<file path="config.mk">
export PLATFORM = sky130hd
export DESIGN_NAME = ndp_result_upsizer_flat
export DESIGN_NICKNAME = d
export VERILOG_FILES = /design/src/rtl/ndp_result_upsizer_if.sv /design/src/rtl/ndp_result_upsizer.sv /design/src/flat_wrapper.sv
export SDC_FILE = /design/constraint.sdc
export NUM_CORES = 1
export LEC_CHECK = 0
export ABC_AREA = 1
export BUFFER_PORTS_ARGS = -buffer_cell sky130_fd_sc_hd__buf_2
export CAP_MARGIN = 20
export CORE_AREA = 2 2 123 125
export CTS_BUF_LIST = sky130_fd_sc_hd__clkbuf_8
export DETAILED_ROUTE_END_ITERATION = 12
export DIE_AREA = 0 0 125 127
export PLACE_DENSITY = 0.91
export SETUP_SLACK_MARGIN = 0.4
export SYNTH_ARGS = -nofsm -noshare
export SYNTH_HDL_FRONTEND = slang
export SYNTH_SLANG_ARGS = --single-unit
export TNS_END_PERCENT = 50
</file>
<file path="constraint.sdc">
create_clock -name axi_aclk -period 4.3 [get_ports axi_aclk]
set_clock_uncertainty 0.1 [all_clocks]
set_input_delay 0.215 -clock axi_aclk [delete_from_list [all_inputs] [get_ports axi_aclk]]
set_output_delay 0.215 -clock axi_aclk [all_outputs]
set_load 0.03 [all_outputs]
</file>
<file path="src/rtl/ndp_result_upsizer_if.sv">
// AXI4-Stream pair seen by the result upsizer: 32-bit result words in, 64-bit packed beats out.
interface ndp_result_upsizer_if;
    logic [31:0] s_axis_tdata;
    logic        s_axis_tlast;
    logic        s_axis_tvalid;
    logic        s_axis_tready;
    logic [63:0] m_axis_tdata;
    logic [7:0]  m_axis_tkeep;
    logic        m_axis_tlast;
    logic        m_axis_tvalid;
    logic        m_axis_tready;

    modport slave (
        input  s_axis_tdata, s_axis_tlast, s_axis_tvalid,
        output s_axis_tready,
        output m_axis_tdata, m_axis_tkeep, m_axis_tlast, m_axis_tvalid,
        input  m_axis_tready
    );

    modport master (
        output s_axis_tdata, s_axis_tlast, s_axis_tvalid,
        input  s_axis_tready,
        input  m_axis_tdata, m_axis_tkeep, m_axis_tlast, m_axis_tvalid,
        output m_axis_tready
    );
endinterface

</file>
<file path="src/rtl/ndp_result_upsizer.sv">
// Packs 32-bit NDP result words into 64-bit beats, enforces the fixed frame length,
// counts frames and buffers output in a 2-entry FIFO.
module ndp_result_upsizer #(
    parameter int unsigned FRAME_WORDS = 512,
    parameter int unsigned IDX_W       = 10
) (
    input  logic                axi_aclk,
    input  logic                axi_aresetn,
    ndp_result_upsizer_if.slave axis,
    input  logic                err_clear,
    output logic [15:0]         frame_count,
    output logic                err_early_last,
    output logic                err_missing_last,
    output logic                busy
);
    localparam int unsigned WORD_W = 32;
    localparam int unsigned CNT_W  = 2;
    localparam logic [IDX_W-1:0] LAST_IDX = IDX_W'(FRAME_WORDS - 1);

    typedef struct packed {
        logic [2*WORD_W-1:0] data;
        logic [7:0]          keep;
        logic                last;
    } entry_t;

    logic [WORD_W-1:0] lo_q, lo_n;
    logic              lo_valid_q, lo_valid_n;
    logic [IDX_W-1:0]  idx_q, idx_n;
    entry_t            head_q, head_n, tail_q, tail_n;
    logic [CNT_W-1:0]  count_q, count_n;
    logic              ready_q, ready_n;
    logic              valid_q, valid_n;
    logic [15:0]       frames_q, frames_n;
    logic              early_q, early_n;
    logic              miss_q, miss_n;
    logic              busy_q, busy_n;

    logic   accept, pop, at_end, close, push;
    entry_t push_entry;

    // Next-state: input packing, frame checks and FIFO bookkeeping
    always_comb begin
        accept = axis.s_axis_tvalid & ready_q;
        pop    = valid_q & axis.m_axis_tready;
        at_end = (idx_q == LAST_IDX);
        close  = accept & (axis.s_axis_tlast | at_end);
        push   = accept & (lo_valid_q | close);

        lo_n       = lo_q;
        lo_valid_n = lo_valid_q;
        idx_n      = idx_q;
        head_n     = head_q;
        tail_n     = tail_q;
        count_n    = count_q;
        frames_n   = frames_q;
        early_n    = early_q;
        miss_n     = miss_q;

        if (lo_valid_q) begin
            push_entry = '{data: {axis.s_axis_tdata, lo_q}, keep: 8'hFF, last: close};
        end else begin
            push_entry = '{data: {WORD_W'(0), axis.s_axis_tdata}, keep: 8'h0F, last: 1'b1};
        end

        if (accept) begin
            idx_n = close ? '0 : idx_q + IDX_W'(1);
            if (lo_valid_q) begin
                lo_valid_n = 1'b0;
            end else if (!close) begin
                lo_n       = axis.s_axis_tdata;
                lo_valid_n = 1'b1;
            end
        end

        if (close) frames_n = frames_q + 16'd1;

        // A fresh error outranks a coincident clear
        if (err_clear) begin
            early_n = 1'b0;
            miss_n  = 1'b0;
        end
        if (close && axis.s_axis_tlast && !at_end) early_n = 1'b1;
        if (close && at_end && !axis.s_axis_tlast) miss_n = 1'b1;

        if (pop) head_n = tail_q;
        if (push) begin
            if (count_q == CNT_W'(0) || (count_q == CNT_W'(1) && pop)) head_n = push_entry;
            else tail_n = push_entry;
        end

        if (push && !pop) count_n = count_q + CNT_W'(1);
        else if (!push && pop) count_n = count_q - CNT_W'(1);

        ready_n = (count_n != CNT_W'(2));
        valid_n = (count_n != CNT_W'(0));
        busy_n  = lo_valid_n | (count_n != CNT_W'(0)) | (idx_n != '0);
    end

    always_ff @(posedge axi_aclk or negedge axi_aresetn) begin
        if (!axi_aresetn) begin
            lo_q       <= '0;
            lo_valid_q <= 1'b0;
            idx_q      <= '0;
            head_q     <= '0;
            tail_q     <= '0;
            count_q    <= '0;
            ready_q    <= 1'b0;
            valid_q    <= 1'b0;
            frames_q   <= '0;
            early_q    <= 1'b0;
            miss_q     <= 1'b0;
            busy_q     <= 1'b0;
        end else begin
            lo_q       <= lo_n;
            lo_valid_q <= lo_valid_n;
            idx_q      <= idx_n;
            head_q     <= head_n;
            tail_q     <= tail_n;
            count_q    <= count_n;
            ready_q    <= ready_n;
            valid_q    <= valid_n;
            frames_q   <= frames_n;
            early_q    <= early_n;
            miss_q     <= miss_n;
            busy_q     <= busy_n;
        end
    end

    assign axis.s_axis_tready = ready_q;
    assign axis.m_axis_tvalid = valid_q;
    assign axis.m_axis_tdata  = head_q.data;
    assign axis.m_axis_tkeep  = head_q.keep;
    assign axis.m_axis_tlast  = head_q.last;
    assign frame_count        = frames_q;
    assign err_early_last     = early_q;
    assign err_missing_last   = miss_q;
    assign busy               = busy_q;
endmodule
</file>
<file path="src/flat_wrapper.sv">
// flat-port wrapper written by rule: the top's interface ports become plain ports
module ndp_result_upsizer_flat 
#(
    parameter int unsigned FRAME_WORDS = 512,
    parameter int unsigned IDX_W       = 10
)
  (axi_aclk, axi_aresetn, err_clear, frame_count, err_early_last, err_missing_last, busy, axis_s_axis_tdata, axis_s_axis_tlast, axis_s_axis_tvalid, axis_s_axis_tready, axis_m_axis_tdata, axis_m_axis_tkeep, axis_m_axis_tlast, axis_m_axis_tvalid, axis_m_axis_tready);
  ndp_result_upsizer_if axis_i ();
  input  logic axi_aclk;
  input  logic axi_aresetn;
  input  logic err_clear;
  output logic [15:0] frame_count;
  output logic err_early_last;
  output logic err_missing_last;
  output logic busy;
  input wire logic [$bits(axis_i.s_axis_tdata)-1:0] axis_s_axis_tdata;
  input wire logic [$bits(axis_i.s_axis_tlast)-1:0] axis_s_axis_tlast;
  input wire logic [$bits(axis_i.s_axis_tvalid)-1:0] axis_s_axis_tvalid;
  output wire logic [$bits(axis_i.s_axis_tready)-1:0] axis_s_axis_tready;
  output wire logic [$bits(axis_i.m_axis_tdata)-1:0] axis_m_axis_tdata;
  output wire logic [$bits(axis_i.m_axis_tkeep)-1:0] axis_m_axis_tkeep;
  output wire logic [$bits(axis_i.m_axis_tlast)-1:0] axis_m_axis_tlast;
  output wire logic [$bits(axis_i.m_axis_tvalid)-1:0] axis_m_axis_tvalid;
  input wire logic [$bits(axis_i.m_axis_tready)-1:0] axis_m_axis_tready;
  assign axis_i.s_axis_tdata = axis_s_axis_tdata;
  assign axis_i.s_axis_tlast = axis_s_axis_tlast;
  assign axis_i.s_axis_tvalid = axis_s_axis_tvalid;
  assign axis_s_axis_tready = axis_i.s_axis_tready;
  assign axis_m_axis_tdata = axis_i.m_axis_tdata;
  assign axis_m_axis_tkeep = axis_i.m_axis_tkeep;
  assign axis_m_axis_tlast = axis_i.m_axis_tlast;
  assign axis_m_axis_tvalid = axis_i.m_axis_tvalid;
  assign axis_i.m_axis_tready = axis_m_axis_tready;
  ndp_result_upsizer #(.FRAME_WORDS(FRAME_WORDS), .IDX_W(IDX_W)) u_core (.axi_aclk(axi_aclk), .axi_aresetn(axi_aresetn), .axis(axis_i), .err_clear(err_clear), .frame_count(frame_count), .err_early_last(err_early_last), .err_missing_last(err_missing_last), .busy(busy));
endmodule
</file>
==> results of run 1 <==
==> layout make-up <==
| cell class | instances | area (sq um) | share of cell area (%) |
|---|---|---|---|
| Timing Repair Buffer | 176 | 1120 | 10.3 |
| Sequential cell | 206 | 5160 | 47.5 |
| Clock inverter | 16 | 73.8 | 0.679 |
| Tap cell | 184 | 230 | 2.12 |
| Inverter | 64 | 243 | 2.23 |
| Multi-Input combinational cell | 791 | 3490 | 32.1 |
| Clock buffer | 40 | 551 | 5.06 |
==> synthesized netlist by cell type, types with 2 or more instances <==
| library cell | n | area [sq um] |
|---|---|---|
| nor2_2 | 4 | 25.0 |
| dfrtp_1 | 206 | 5150 |
| xnor2_1 | 6 | 52.6 |
| o21ai_0 | 62 | 310 |
| inv_1 | 61 | 229 |
| buf_4 | 8 | 60.1 |
| xor2_1 | 10 | 87.6 |
| nor2_1 | 38 | 143 |
| buf_2 | 13 | 65.1 |
| nor3_1 | 2 | 10.0 |
| a21oi_1 | 33 | 165 |
| o22ai_1 | 2 | 12.5 |
| nand3_1 | 55 | 275 |
| nand4_1 | 4 | 25.0 |
| nor3_2 | 2 | 20.0 |
| inv_2 | 2 | 7.51 |
| a31oi_1 | 50 | 313 |
| buf_6 | 4 | 45.0 |
| nand2_1 | 511 | 1920 |
| clkbuf_1 | 41 | 154 |
| ha_1 | 4 | 50.1 |
==> power by group <==
group	leakage (nW)	internal (mW)	switching (mW)	total, mW
registers	2.61	2.71	0.466	3.17
logic	2.82	0.883	2.20	3.08
clock network	0.366	0.844	0.758	1.60
total	5.80	4.43	3.42	7.85
==> routing by layer <==
layer	up-vias	wire length, um	global-route usage [%]	share of wire, %
met5	-	0	0	0
met4	0	762	14.7	3.2
met3	68	1850	4.56	7.7
met2	452	11400	49.6	48
met1	3987	10000	41.6	42
li1	3866	-	-	-
==> state kept, by name (all words and copies together), names as in the netlist <==
register,count
u_core.axis.m_axis_tdata,64
u_core.axis.m_axis_tkeep,8
u_core.axis.m_axis_tlast,1
u_core.axis.m_axis_tvalid,1
u_core.axis.s_axis_tready,1
u_core.busy,1
u_core.count_q,2
u_core.err_early_last,1
u_core.err_missing_last,1
u_core.frame_count,16
u_core.idx_q,10
u_core.lo_q,32
u_core.lo_valid_q,1
u_core.tail_q,67
==> final timing paths <==
check / end / slack [ns] / depth (start not counted)
worst max-delay path: u_core.axis.m_axis_tdata[62]$_DFF_PN0_ / 1.20 / 8
worst min-delay path: u_core.idx_q[2]$_DFF_PN0_ / 0.11 / 6
worst max register to register: u_core.axis.m_axis_tdata[62]$_DFF_PN0_ / 1.20 / 8
worst min register to register: u_core.tail_q[4]$_DFFE_PN0P_ / 0.35 / 2
max in group asynchronous: u_core.lo_q[25]$_DFFE_PN0P_ / 2.80 / 3
min in group asynchronous: u_core.axis.m_axis_tdata[9]$_DFF_PN0_ / 0.21 / 2
==> tightest hold or removal path, stage by stage <==
cell and delay, ns:
buf_2 0.10, nand3_1 0.13, xor2_1 0.08, inv_1 0.05, nand2_1 0.07, inv_1 0.05
==> kinds of logic (layout without fill, tap and decap cells) <==
kind of cell | count (synthesis) | count (layout)
adder cells (fa/ha/maj) | 4 | 4
AO/OA/AOI/OAI | 149 | 149
flip-flops | 206 | 206
XOR/XNOR | 16 | 16
AND/OR/NAND/NOR | 622 | 622
buffers and inverters | 130 | 296
==> metrics by stage <==
stage	worst slack, ns	total power [mW]	cell area (sq um)
finish	1.20	7.85	10900
global route	0.972	8.35	10900
CTS	1.26	7.80	10800
detailed placement	1.30	6.16	9860
global placement	1.44	6.02	9860
floorplan	2.37	5.26	9210
==> flow_summary.toml, run 1 <==
[grt]
grt_max_degree = 99
grt_pass1_wl_um = 39900
track_usage_pct = 30.7
grt_pass1_vias = 8250
antenna_found_initial = 0
grt_overflow = 0

[critical_path]
crit-reg2reg-launch = "u_core.axis.m_axis_tvalid$_DFF_PN0_"
cp_slowest_stage_delay_ns = 0.57
worstSetupStartpoint = "u_core.axis.m_axis_tvalid$_DFF_PN0_"
crit_buf_inv = 3
crit_chain = "nand2_2 > o21ai_0 > inv_1 > nor2_4 > buf_4 > inv_4 > a21oi_1 > a31oi_1"
arrival_ns = 3.34
crit_path_end_kind = "register"
cp_max_fo = 98
path_delay_family = "compound AO/OA/AOI/OAI gates"
crit_slowest_cell = "o21ai_0"
crit_type = "register to register"
worstPathRequired_ns = 4.54
cp-start-kind = "register"

[timing]
whs_ns = 0.112
tightestPinTransition_ns = 1.01
slew-limit-headroom_pct = 32.8
finalHoldViolCount = 0
rsz0062_at_grt = "false"
period_needed_ns = 3.10
tns_ns = 0
final-setup-viol-count = 0
period_share_pct = 72.0
finalMaxSlewViolations = 0
fmax_mhz = 323

[clock_tree]
cts_root_buf = "clkbuf_8"
clk_latency_ns = 0.53
cts_resized = 0
cts_sinks = 206
post-cts-setup-buffer-count = 0
clkSlewWorstSetupHoldPaths_ns = 0.06
cts_max_path_buffers = 3
htreeDepth = 2
cts_buffers = 35
ctsHoldBuffers = 36
cts_tree = "done"

[logic_synthesis]
yosys_warnings = 0
synth-main-ff-cell = "dfrtp_1"
synth_fa_ha_area_share_pct = 0.544
synth_compound_area_share_pct = 8.89
yosysUniqueCellTypes = 30
synth_top_family_by_area = "simple AND/OR/NAND/NOR gates"
synth_cells = 1127
synth_area_per_cell_sq_um = 8.17
synth-seq-cells = 206
async_reset_ff_share_pct = 100
synth_simple_gate_area_share_pct = 26.9
syn-cell-area_sq_mm = 0.00921
syn_nets = 1169
synth.area.mux_share_pct = 0
synth_edf_count = 0
synth_xor_area_share_pct = 1.52
ys_seq_area_share_pct = 56.0

[worst_hold_path]
holdCritStartpoint = "axis_s_axis_tvalid"
hold_class = "input pin to register"

[die]
fp.dieArea_sq_mm = 0.0159
dieWidth_um = 125
rows = 44
core_sq_mm = 0.0144
die_y_um = 127
ioPinCount = 132
start_util_pct = 63.8

[drt]
wl_per_cell_um = 16.3
dr.pass1.iters = 6
postRouteAntennaNets = 0
vias_per_cell = 5.67
drcViolationCount = 0
initialDrtViolationCount = 1143
wl_um = 24000
vias = 8373

[run]
cap_violations = 0

[place]
port_buffers = 131
gp_congestion = 0.857
place_hpwl_um = 14100
dpl.cell_count = 1384

[status]
status = "complete, no violations"

[final_layout]
area_delta_synth_final_pct = 18.1
utilization_pct = 75.4
nets = 1316
layout_common_cells = "nand2_1, dfrtp_1, buf_2, inv_1, o21ai_0"
drive_gt1_share_pct = 15.5
antenna_cells = 0
n_fill_cell = 990
fin_cells = 1477
final_common_cell = "nand2_1"

[power_and_ir_drop]
peakVddDrop_uv = 304
p_leak_nw = 5.80
powerDensity_mw_per_mm2 = 722
Power figures use the tool's default switching activity.
==> inputs of run 2 (changes only) <==
Settings changed: CORE_AREA 2 2 123 125 to 2 2 128 130, DIE_AREA 0 0 125 127 to 0 0 130 132, PLACE_DENSITY 0.91 to 0.85.
Clock period 4.3 ns to 3.2 ns, I/O delays scaled along.
==> run 2 against run 1 <==
Against the previous run:
- sequential share of layout area decreased by 0.28 points
- sequential power grew 34%
- critical path type unchanged
- non-clock buffer count grew 2
- count of clock-buffer cells in the layout down 2
- global-route usage down 3.3 points
- highest routed layer unchanged
- core utilization is 5.8 points lower
==> flow_summary.toml, run 2 (same netlist as run 1, synthesis figures left out) <==
[status]
status = "complete, no violations"

[timing]
tns_ns = 0
worst_slack_ns = 0.664
finalHoldViolCount = 0
period_share_pct = 79.2
final-setup-viol-count = 0
slew-limit-headroom_pct = 30.7
rsz0062_at_grt = "false"
finalMaxSlewViolations = 0
period_needed_ns = 2.54
tightestPinTransition_ns = 1.04
fmax_mhz = 394

[die]
core_sq_mm = 0.0157
fp.dieArea_sq_mm = 0.0172
die_y_um = 132
rows = 46
ioPinCount = 132
start_util_pct = 58.6
dieWidth_um = 130

[critical_path]
crit_path_end_kind = "register"
cp-start-kind = "register"
crit_chain = "ha_1 > inv_1 > nor2_2 > nand3_4 > nand3_2 > nand2_2 > nor2_4 > buf_4 > nand3_1 > nand2_1"
cp_max_fo = 83
worstPathRequired_ns = 3.54
crit_type = "register to register"
path_delay_family = "simple AND/OR/NAND/NOR gates"
crit_slowest_cell = "buf_4"
crit_buf_inv = 2
cp_slowest_stage_delay_ns = 0.65
arrival_ns = 2.88

[drt]
wl_um = 23200
initialDrtViolationCount = 842
postRouteAntennaNets = 0
vias = 8138
drcViolationCount = 0
vias_per_cell = 5.38
dr.pass1.iters = 5
wl_per_cell_um = 15.3

[grt]
grt_pass1_wl_um = 38100
grt_overflow = 0
track_usage_pct = 27.4
grt_pass1_vias = 7615
grt_max_degree = 98
antenna_found_initial = 0

[clock_tree]
cts_buffers = 34
cts_sinks = 206
clkSlewWorstSetupHoldPaths_ns = 0.06
htreeDepth = 2
cts_root_buf = "clkbuf_8"
cts_resized = 0
cts_tree = "done"
cts_max_path_buffers = 3
ctsHoldBuffers = 36
clk_latency_ns = 0.51
post-cts-setup-buffer-count = 0

[place]
place_ws_ns = 0.778
port_buffers = 131
place_hpwl_um = 13900
dpl.cell_count = 1419
gp_congestion = 0.854

[worst_hold_path]
hold_class = "input pin to register"

[power_and_ir_drop]
powerDensity_mw_per_mm2 = 957
finalPower_mw = 10.5
clkPwrFrac_pct = 19.9
internal-power_mw = 5.93
power_switching_mw = 4.54
p_leak_nw = 5.81
peakVddDrop_uv = 522
sw_frac_of_total_pct = 43.3
p_seq_share_pct = 40.5
p_comb_share_pct = 39.6

[final_layout]
area_delta_synth_final_pct = 18.8
nets = 1317
layout_common_cells = "nand2_1, dfrtp_1, buf_2, inv_1, o21ai_0"
largest_register_ffs = 67
antenna_cells = 0
drive_gt1_share_pct = 15.5
fin_cells = 1512
final_common_cell = "nand2_1"
regMostFlops = "u_core.tail_q"

[run]
cap_violations = 0
## run 2: cell count changes in the layout (fill, tap and decap cells not counted), sizes merged
cell	before	now
clkinvlp	1	2
clkbuf	41	39
buf	139	141
inv	78	80
## run 2: worst register-to-register path: cells and delay by family (launching register included)
| family | cells | cell delay (ns) |
|---|---|---|
| fa+ha+maj | 1 | 0.19 |
| buf+inv | 2 | 0.72 |
| simple gates | 7 | 1.06 |
| flops | 1 | 0.38 |
## run 2: cell type report
cell class	count	area, sq um
Sequential cell	206	5160
Fill cell	1174	4780
Multi-Input combinational cell	791	3490
Timing Repair Buffer	178	1160
Clock buffer	38	523
Tap cell	216	270
Inverter	64	243
Clock inverter	19	85.1
## run 2: path summary, 6_finish.rpt
path,start,end,slack [ns],cells past startpoint
min reg2reg,u_core.tail_q[39]$_DFFE_PN0P_,u_core.tail_q[39]$_DFFE_PN0P_,0.37,2
min,axis_s_axis_tvalid,u_core.idx_q[2]$_DFF_PN0_,0.04,6
max reg2reg,u_core.idx_q[0]$_DFF_PN0_,u_core.tail_q[42]$_DFFE_PN0P_,0.66,10
min in group asynchronous,axi_aresetn,u_core.lo_q[9]$_DFFE_PN0P_,0.20,2
max in group asynchronous,axi_aresetn,u_core.axis.m_axis_tdata[54]$_DFF_PN0_,2.01,3
max,u_core.idx_q[0]$_DFF_PN0_,u_core.tail_q[42]$_DFFE_PN0P_,0.66,10
## run 2: per-stage QoR
| step | hold WS, ns | cell area [sq um] | util [%] |
|---|---|---|---|
| 6_report | 0.0388 | 10900 | 69.6 |
| 5_1_grt | 0.130 | 10900 | 69.6 |
| 2_1_floorplan | -0.236 | 9210 | - |
| 3_3_place_gp | 0.204 | 9950 | 63.3 |
| 3_5_place_dp | 0.201 | 9970 | 63.4 |
| 4_1_cts | 0.0226 | 10900 | 69.6 |
## run 2: routing by layer
metal  share of wire (%)  vias to the layer above  wire (um)  GRT usage (%)
met5                   0                        -          0              0
li1                    -                     3875          -              -
met3                 8.0                       46       1850           4.63
met1                  43                     3829       9990           40.6
met2                  46                      388      10700           41.2
met4                 2.5                        0        583           9.56
## run 2: power by group through the flow
stage | logic (mW) | registers, mW | clock network (mW)
after floorplan | 2.10 | 4.97 | 0
after global placement | 3.92 | 4.22 | 0
after detailed placement | 4.07 | 4.24 | 0
after CTS | 4.12 | 4.22 | 2.12
after global routing | 4.58 | 4.34 | 2.24
final | 4.14 | 4.24 | 2.08
